$ cat src/rtl/vt52_pkg.sv
// Shared screen geometry and fill-FSM state encoding for the VT52 text path.
package vt52_pkg;

  localparam int ROWS        = 25;
  localparam int COLS        = 80;
  localparam int ROW_BITS    = $clog2(ROWS);
  localparam int COL_BITS    = $clog2(COLS);
  localparam int ADDR_BITS   = 11;
  localparam int SCREEN_SIZE = ROWS * COLS;

  typedef enum logic [1:0] {
    IDLE = 2'd0,
    FILL = 2'd1,
    DONE = 2'd2
  } fill_state_e;

endpackage

$ cat src/rtl/rr_arb2.sv
// Two-requester alternating arbiter: command vs fill, with a one-bit turn flag
// that only flips when both sides competed in the same cycle.
module rr_arb2 (
  input  logic clk,
  input  logic reset,
  input  logic req_cmd_i,
  input  logic req_fill_i,
  output logic gnt_cmd_o,
  output logic gnt_fill_o,
  output logic turn_fill_o
);

  logic turn_q, turn_d;

  always_comb begin
    gnt_cmd_o  = 1'b0;
    gnt_fill_o = 1'b0;
    turn_d     = turn_q;
    if (!reset) begin
      if (req_cmd_i && req_fill_i) begin
        gnt_cmd_o  = !turn_q;
        gnt_fill_o = turn_q;
        turn_d     = !turn_q;
      end else begin
        gnt_cmd_o  = req_cmd_i;
        gnt_fill_o = req_fill_i;
      end
    end
  end

  always_ff @(posedge clk) begin
    if (reset) turn_q <= 1'b0;
    else       turn_q <= turn_d;
  end

  assign turn_fill_o = turn_q;

endmodule

$ cat src/rtl/char_write_arbiter.sv
// Merges command-handler writes and block-fill runs onto the single char
// buffer write port; the fill engine walks addresses with screen wrap.
module char_write_arbiter #(
  parameter int ROWS      = vt52_pkg::ROWS,
  parameter int COLS      = vt52_pkg::COLS,
  parameter int ADDR_BITS = vt52_pkg::ADDR_BITS
) (
  input  logic                 clk,
  input  logic                 reset,
  input  logic [7:0]           cmd_char,
  input  logic [ADDR_BITS-1:0] cmd_addr,
  input  logic                 cmd_valid,
  output logic                 cmd_ready,
  input  logic                 fill_start,
  input  logic [ADDR_BITS-1:0] fill_addr,
  input  logic [ADDR_BITS:0]   fill_len,
  input  logic [7:0]           fill_char,
  output logic                 fill_busy,
  output logic                 fill_done,
  output logic [7:0]           new_char,
  output logic [ADDR_BITS-1:0] new_char_address,
  output logic                 new_char_wen
);
  import vt52_pkg::*;

  localparam int SIZE = ROWS * COLS;
  localparam int LW   = ADDR_BITS + 1;
  localparam logic [LW-1:0]        SIZE_L = LW'(SIZE);
  localparam logic [ADDR_BITS-1:0] SIZE_A = ADDR_BITS'(SIZE);
  localparam logic [ADDR_BITS-1:0] LAST_A = ADDR_BITS'(SIZE - 1);

  fill_state_e          state_q;
  logic [ADDR_BITS-1:0] fptr_q, fptr_d, start_addr_d;
  logic [LW-1:0]        remain_q, len_d;
  logic [7:0]           fchar_q;
  logic                 busy_q, done_q;

  logic                 wen_q;
  logic [7:0]           char_q;
  logic [ADDR_BITS-1:0] waddr_q;

  logic gnt_cmd, gnt_fill, turn_fill;

  rr_arb2 u_arb (
    .clk        (clk),
    .reset      (reset),
    .req_cmd_i  (cmd_valid),
    .req_fill_i (state_q == FILL),
    .gnt_cmd_o  (gnt_cmd),
    .gnt_fill_o (gnt_fill),
    .turn_fill_o(turn_fill)
  );

  // Ready is known before cmd_valid: only the fill's turn during a run blocks it.
  always_comb begin
    cmd_ready = !reset && !((state_q == FILL) && turn_fill);
  end

  always_comb begin
    len_d        = (fill_len > SIZE_L) ? SIZE_L : fill_len;
    start_addr_d = ({1'b0, fill_addr} >= SIZE_L) ? (fill_addr - SIZE_A) : fill_addr;
    fptr_d       = (fptr_q == LAST_A) ? '0 : fptr_q + 1'b1;
  end

  always_ff @(posedge clk) begin
    if (reset) begin
      state_q  <= IDLE;
      fptr_q   <= '0;
      remain_q <= '0;
      fchar_q  <= '0;
      busy_q   <= 1'b0;
      done_q   <= 1'b0;
    end else begin
      unique case (state_q)
        IDLE: begin
          if (fill_start) begin
            fptr_q   <= start_addr_d;
            remain_q <= len_d;
            fchar_q  <= fill_char;
            if (len_d == '0) begin
              state_q <= DONE;
              done_q  <= 1'b1;
            end else begin
              state_q <= FILL;
              busy_q  <= 1'b1;
            end
          end
        end
        FILL: begin
          if (gnt_fill) begin
            fptr_q   <= fptr_d;
            remain_q <= remain_q - 1'b1;
            if (remain_q == LW'(1)) begin
              state_q <= DONE;
              busy_q  <= 1'b0;
              done_q  <= 1'b1;
            end
          end
        end
        DONE: begin
          state_q <= IDLE;
          done_q  <= 1'b0;
        end
        default: begin
          state_q <= IDLE;
          busy_q  <= 1'b0;
          done_q  <= 1'b0;
        end
      endcase
    end
  end

  // Write port register: data/address hold when nothing was granted.
  always_ff @(posedge clk) begin
    if (reset) begin
      wen_q   <= 1'b0;
      char_q  <= '0;
      waddr_q <= '0;
    end else begin
      wen_q <= gnt_cmd | gnt_fill;
      if (gnt_cmd) begin
        char_q  <= cmd_char;
        waddr_q <= cmd_addr;
      end else if (gnt_fill) begin
        char_q  <= fchar_q;
        waddr_q <= fptr_q;
      end
    end
  end

  assign new_char         = char_q;
  assign new_char_address = waddr_q;
  assign new_char_wen     = wen_q;
  assign fill_busy        = busy_q;
  assign fill_done        = done_q;

endmodule

$ cat config.mk
export PLATFORM = sky130hd
export DESIGN_NAME = char_write_arbiter
export DESIGN_NICKNAME = d
export VERILOG_FILES = /design/src/rtl/vt52_pkg.sv /design/src/rtl/rr_arb2.sv /design/src/rtl/char_write_arbiter.sv
export SDC_FILE = /design/constraint.sdc
export NUM_CORES = 1
export LEC_CHECK = 0
export ABC_AREA = 0
export BUFFER_PORTS_ARGS = -buffer_cell sky130_fd_sc_hd__buf_2
export CORE_ASPECT_RATIO = 1.5
export CORE_MARGIN = 2
export CORE_UTILIZATION = 57
export DETAILED_ROUTE_END_ITERATION = 12
export GPL_TIMING_DRIVEN = 1
export PLACE_DENSITY = 0.85
export SYNTH_ARGS = -nofsm -noshare
export SYNTH_HDL_FRONTEND = slang
export SYNTH_HIERARCHICAL = 1
export SYNTH_SLANG_ARGS = --single-unit
$ cat constraint.sdc
create_clock -name clk -period 5.5 [get_ports clk]
set_input_delay 1.1 -clock clk [delete_from_list [all_inputs] [get_ports clk]]
set_output_delay 1.1 -clock clk [all_outputs]
set_load 0.05 [all_outputs]
After elaboration in Yosys (flattened, before gate mapping)

Cells that the tools add are included.

Equal/unequal tests: 9
Bitwise logic cells: 2
Add/sub/neg operators: 3
$mul: 0
Shift operators: 0
Muxes and demuxes: 32
Div/mod/pow operators: 0
Magnitude comparators: 2
Reductions and logical operators: 15

Operator list:

| cell                   | number |
|---|---|
| $mux 11                | 6 |
| $mux 12                | 3 |
| $pmux 12 s2            | 1 |
| $pmux 11 s2            | 1 |
| $mux 8                 | 2 |
| $eq 12x1->1 const B    | 1 |
| $gt 12x11->1 const B   | 1 |
| $logic_not 12->1       | 1 |
| $mux 1                 | 12 |
| $sub 12x1->12 const B  | 1 |
| $add 11x1->11 const B  | 1 |
| $eq 11x11->1 const B   | 1 |
| $ge 11x11->1 const B   | 1 |
| $sub 11x11->11 const B | 1 |
| $ne 2x2->1 const B     | 5 |
| $mux 2                 | 4 |
| $reduce_and 3->1       | 2 |
| $reduce_and 5->1       | 1 |
| $pmux 2 s2             | 1 |
| $reduce_and 4->1       | 1 |
| $reduce_bool 2->1      | 2 |
| $logic_and 1x1->1      | 3 |
| $logic_not 1->1        | 3 |
| $pmux 1 s3             | 1 |
| other kinds (7)        | 7 |

Memories: 0
Bits in read-only memories: 0
RAM bits: 0
Latch bits: 0
Output and inout port bits: 23
Register bits after elaboration: 56
Word-level logic and storage cells: 73

Depth between registers and ports, before layout

Depth after elaboration: 6
Gate-level depth with buffers: 13
Depth with buffers taken out: 9

Hierarchy

The synthesis kept the hierarchy.

Modules (own cells, without submodules):

| module             | area an instance (um2) | instances | cells an instance |
|---|---|---|---|
| char_write_arbiter | 2,991.6                | 1         | 387 |
| rr_arb2            | 71.3                   | 1         | 8 |

Least setup slack after synthesis

Ideal clock, no wire load.

Path kind: input -> output
From: input port reset
To: output port cmd_ready
Cell stages on the path: 3
Arrival: 2.257 ns
Data required time: 4.400 ns
Setup slack: 2.143 ns
Buffers on the path: 2
Cell sequence: clkbuf_1 clkbuf_1 a21oi_1

Cells in the longest elaborated chain, start to end: 2

Ends and longest elaborated chain:

| element           | line                     | RTL |
|---|---|---|
| start, declared   | char_write_arbiter.sv:9  | `input logic reset,` |
| $logic_not 1->1   | char_write_arbiter.sv:56 | `cmd_ready = !reset && !((state_q == FILL) && turn_fill);` |
| $logic_and 1x1->1 | char_write_arbiter.sv:56 |  |
| end, declared     | char_write_arbiter.sv:13 | `output logic cmd_ready,` |

Every way passes these cells.

Worst setup path in the final report

From: register state_q[0]
To: output port cmd_ready

Cells in the longest elaborated chain, start to end: 4

Ends and longest elaborated chain:

| element                | line                     | RTL |
|---|---|---|
| start, declared        | char_write_arbiter.sv:32 | `fill_state_e state_q;` |
| start signal, assigned | char_write_arbiter.sv:67 | `state_q <= IDLE;` |
| start signal, assigned | char_write_arbiter.sv:81 | `state_q <= DONE;` |
| start signal, assigned | char_write_arbiter.sv:84 | `state_q <= FILL;` |
| $eq 2x1->1             | char_write_arbiter.sv:56 |  |
| $logic_and 1x1->1      | char_write_arbiter.sv:56 |  |
| $logic_not 1->1        | char_write_arbiter.sv:56 |  |
| $logic_and 1x1->1      | char_write_arbiter.sv:56 |  |

Every way passes these cells.

==> metrics.md <==
| Metric | Value |
|---|---|
| Status | completed |
| Clk_lat worst skew | between 0.3 and 0.4 ns |
| CTS tree | yes |
| Post-synth EDFFs | 0 |
| Share of layout cells above drive strength 1 | 0.220 |
| Power per Cell Area | approximately 270 mW/mm2 |
| Unrepaired setup endpoints after global routing | no |
| Fmax achieved | about 300 MHz |
| Vias in the first global route | 3,024 |
| Ports | 77 |
| Mapped Cells | just under 400 |
| Netlist cell types | 56 |
| CP required | approximately 4.4 ns |
| Fin nets | between 500 and 600 |
| Storage cell area | 0.00112 mm2 |
| Die Y | roughly 94 um |
| Most common cell after layout, fill and taps aside | buf_2 |
| Fill count | 451 |
| P_sw | 0.350 mW |
| Critical Path AT | ~2.3 ns |
| # diodes | 0 |
| Final setup violation count | 0 |
| Post-Route WL | 8330 um |
| Clk slew on worst S/H paths | approximately 0.11 ns |
| FP Rows | 32 |
| Predominant post-synthesis flop cell | dfxtp_1 |
| Asr flop ratio synth | 0 |
| Die width | around 64 um |
| Post-Layout Cell Count | ~530 |
| Switching share of total power | 0.360 |
| H-tree Lvls | 2 |
| Die area | between 0.005 and 0.006 mm2 |
| Area of the multi-input gates | about 0.0018 mm2 |
| Post-cts resize count | 0 |
| Routed length per instance | roughly 16 um |
| Post-Syn Area | around 0.003 mm2 |
| Clk_skew | 0.00584 ns |
| #FFs+latches synth | 56 |
| Crit path time final | between 3 and 4 ns |
| HPWL Detailed | roughly 6000 um |
| Mean Syn Cell Area | around 7.8 um2 |
| Setup Fix Bufs, Post-CTS | 0 |
| Cells after DPL | between 500 and 600 |
| Critical Path Start Type | register |
| YS warnings | 6 |
| DRT antenna net count | 0 |
| Lkg Pwr | ~1.5 nW |
| Root buf cell | clkbuf_8 |
| Sequential Power Share | 0.492 |
| DR pass1 iterations | 5 |
| Cts hold-fix bufs | 0 |
| Period utilisation layout | 0.614 |
| Core area | a little over 0.005 mm2 |
| Antenna violations before repair | 0 |
| Worst vdd ir | approximately 0.17 mV |
| Synthesized Nets | about 450 |
| Main area contributors after synthesis | dfxtp_1, a21oi_1, nor2_1 |
| Post-synth top area cell | dfxtp_1 |
| Final Hold Vio Count | 0 |
| Comb power frac | 0.268 |
| Clock sinks | 56 |
| Fin util | 0.691 |
| DRT iter0 DRCs | between 200 and 300 |
| Final Slew Violations | 0 |
| Clock buffer depth | 2 |
| Initial core utilization | 0.593 |
| DR vias | ~3.2k |
| CP Max Fanout | 19 |
| CTS buffer count | 5 |
| Largest net degree at the start of global routing | 54 |
| CP Class | register to output port |
| Hold_ws | between 0.4 and 0.5 ns |
| Actual slew at the worst max-slew pin | 0.748 ns |
| Drc violations | 0 |
| Max_cap viols | 0 |
| Global placement routability congestion | slightly above 0.9 |
| Int Power | 0.621 mW |
| Post-Route Setup TNS | 0 ns |
| Worst slew margin | 0.502 |
| Hold crit path type | register to register |
| PortBufs | 76 |
| GRT Util Overall | 0.290 |
| Clk pwr share | 0.240 |
| Vias per inst | approximately 6.1 |
| Yosys top cell area share | 0.366 |
| Most frequent cells in the layout | buf_2, nor2_1, dfxtp_1, a21oi_1, nand2_1 |
| GR Overflow Total | 0 |
| Area delta synth->final | 16.5% |
| First-pass GRT wire length | between 10,000 and 15,000 um |
| Critical Path End Type | output port |
| Sequential area share after synthesis | 0.366 |
-- final cells by class --
class	instances	share of cell area
Clock buffer	5	0.0193
Clock inverter	3	0.00666
Inverter	14	0.0147
Multi-Input combinational cell	302	0.506
Sequential cell	56	0.314
Tap cell	68	0.0238
Timing Repair Buffer	80	0.115
-- through the flow --
step / setup WS (ns) / power [mW] / instance area [um2]
after global routing: 1.96 / 1.02 / 3570
after CTS: 2.16 / 0.970 / 3570
after global placement: 2.42 / 0.736 / 3480
after floorplan: 2.14 / 0.661 / 3060
final: 2.12 / 0.971 / 3570
after detailed placement: 2.37 / 0.741 / 3480
-- path summary, 6_finish.rpt --
path,from,endpoint,slack [ns],cells after the start
hold / removal,fchar_q[7],fchar_q[7],0.46,2
setup reg to reg,state_q[0],fill_done,2.26,8
hold reg to reg,fchar_q[7],fchar_q[7],0.46,2
setup / recovery,state_q[0],cmd_ready,2.12,4
-- worst max-delay path: stages (launching register included) --
cell     delay, ns
dfxtp_1       0.70
nand2_1       0.45
inv_2         0.44
a21oi_1       0.12
buf_2         0.24
-- Yosys cell counts, drive strengths merged, types with 6 or more instances --
master,n
buf,8
dfxtp,56
nor4,8
inv,14
nand2,37
nand3,6
nor3,12
mux2i,21
nor2,58
and3,6
a31oi,7
clkbuf,15
o21ai,21
a21oi,54
-- metal layers --
metal | wire, um | global-route usage
met1 | 3300 | 0.344
met2 | 4110 | 0.488
met3 | 504 | 0.0432
met4 | 418 | 0.176
met5 | 0 | 0
-- flip-flops by register name, summed over array words and instances, names as in the netlist, 2 cells and up --
name              flops
new_char              8
fptr_q               11
fchar_q               8
new_char_address     11
remain_q             12
state_q               2
-- power by group through the flow --
stage,clock (mW),combinational (mW),sequential (mW)
detailed placement,0,0.256,0.486
floorplan,0,0.157,0.504
global placement,0,0.251,0.485
finish,0.233,0.260,0.477
global route,0.252,0.285,0.482
CTS,0.237,0.256,0.476
-- logic make-up (layout without fill, tap and decap cells) --
logic type               count (synthesis)  after routing  synth area share
AO/OA/AOI/OAI                          113            113             0.227
XOR/XNOR                                 3              3           0.00858
adder cells (fa/ha/maj)                  5              5            0.0204
buffers and inverters                   37            102            0.0482
flip-flops                              56             56             0.366
multiplexers                            21             21            0.0686
AND/OR/NAND/NOR                        160            160             0.261
Note: power is estimated with default switching activity, not from simulation.
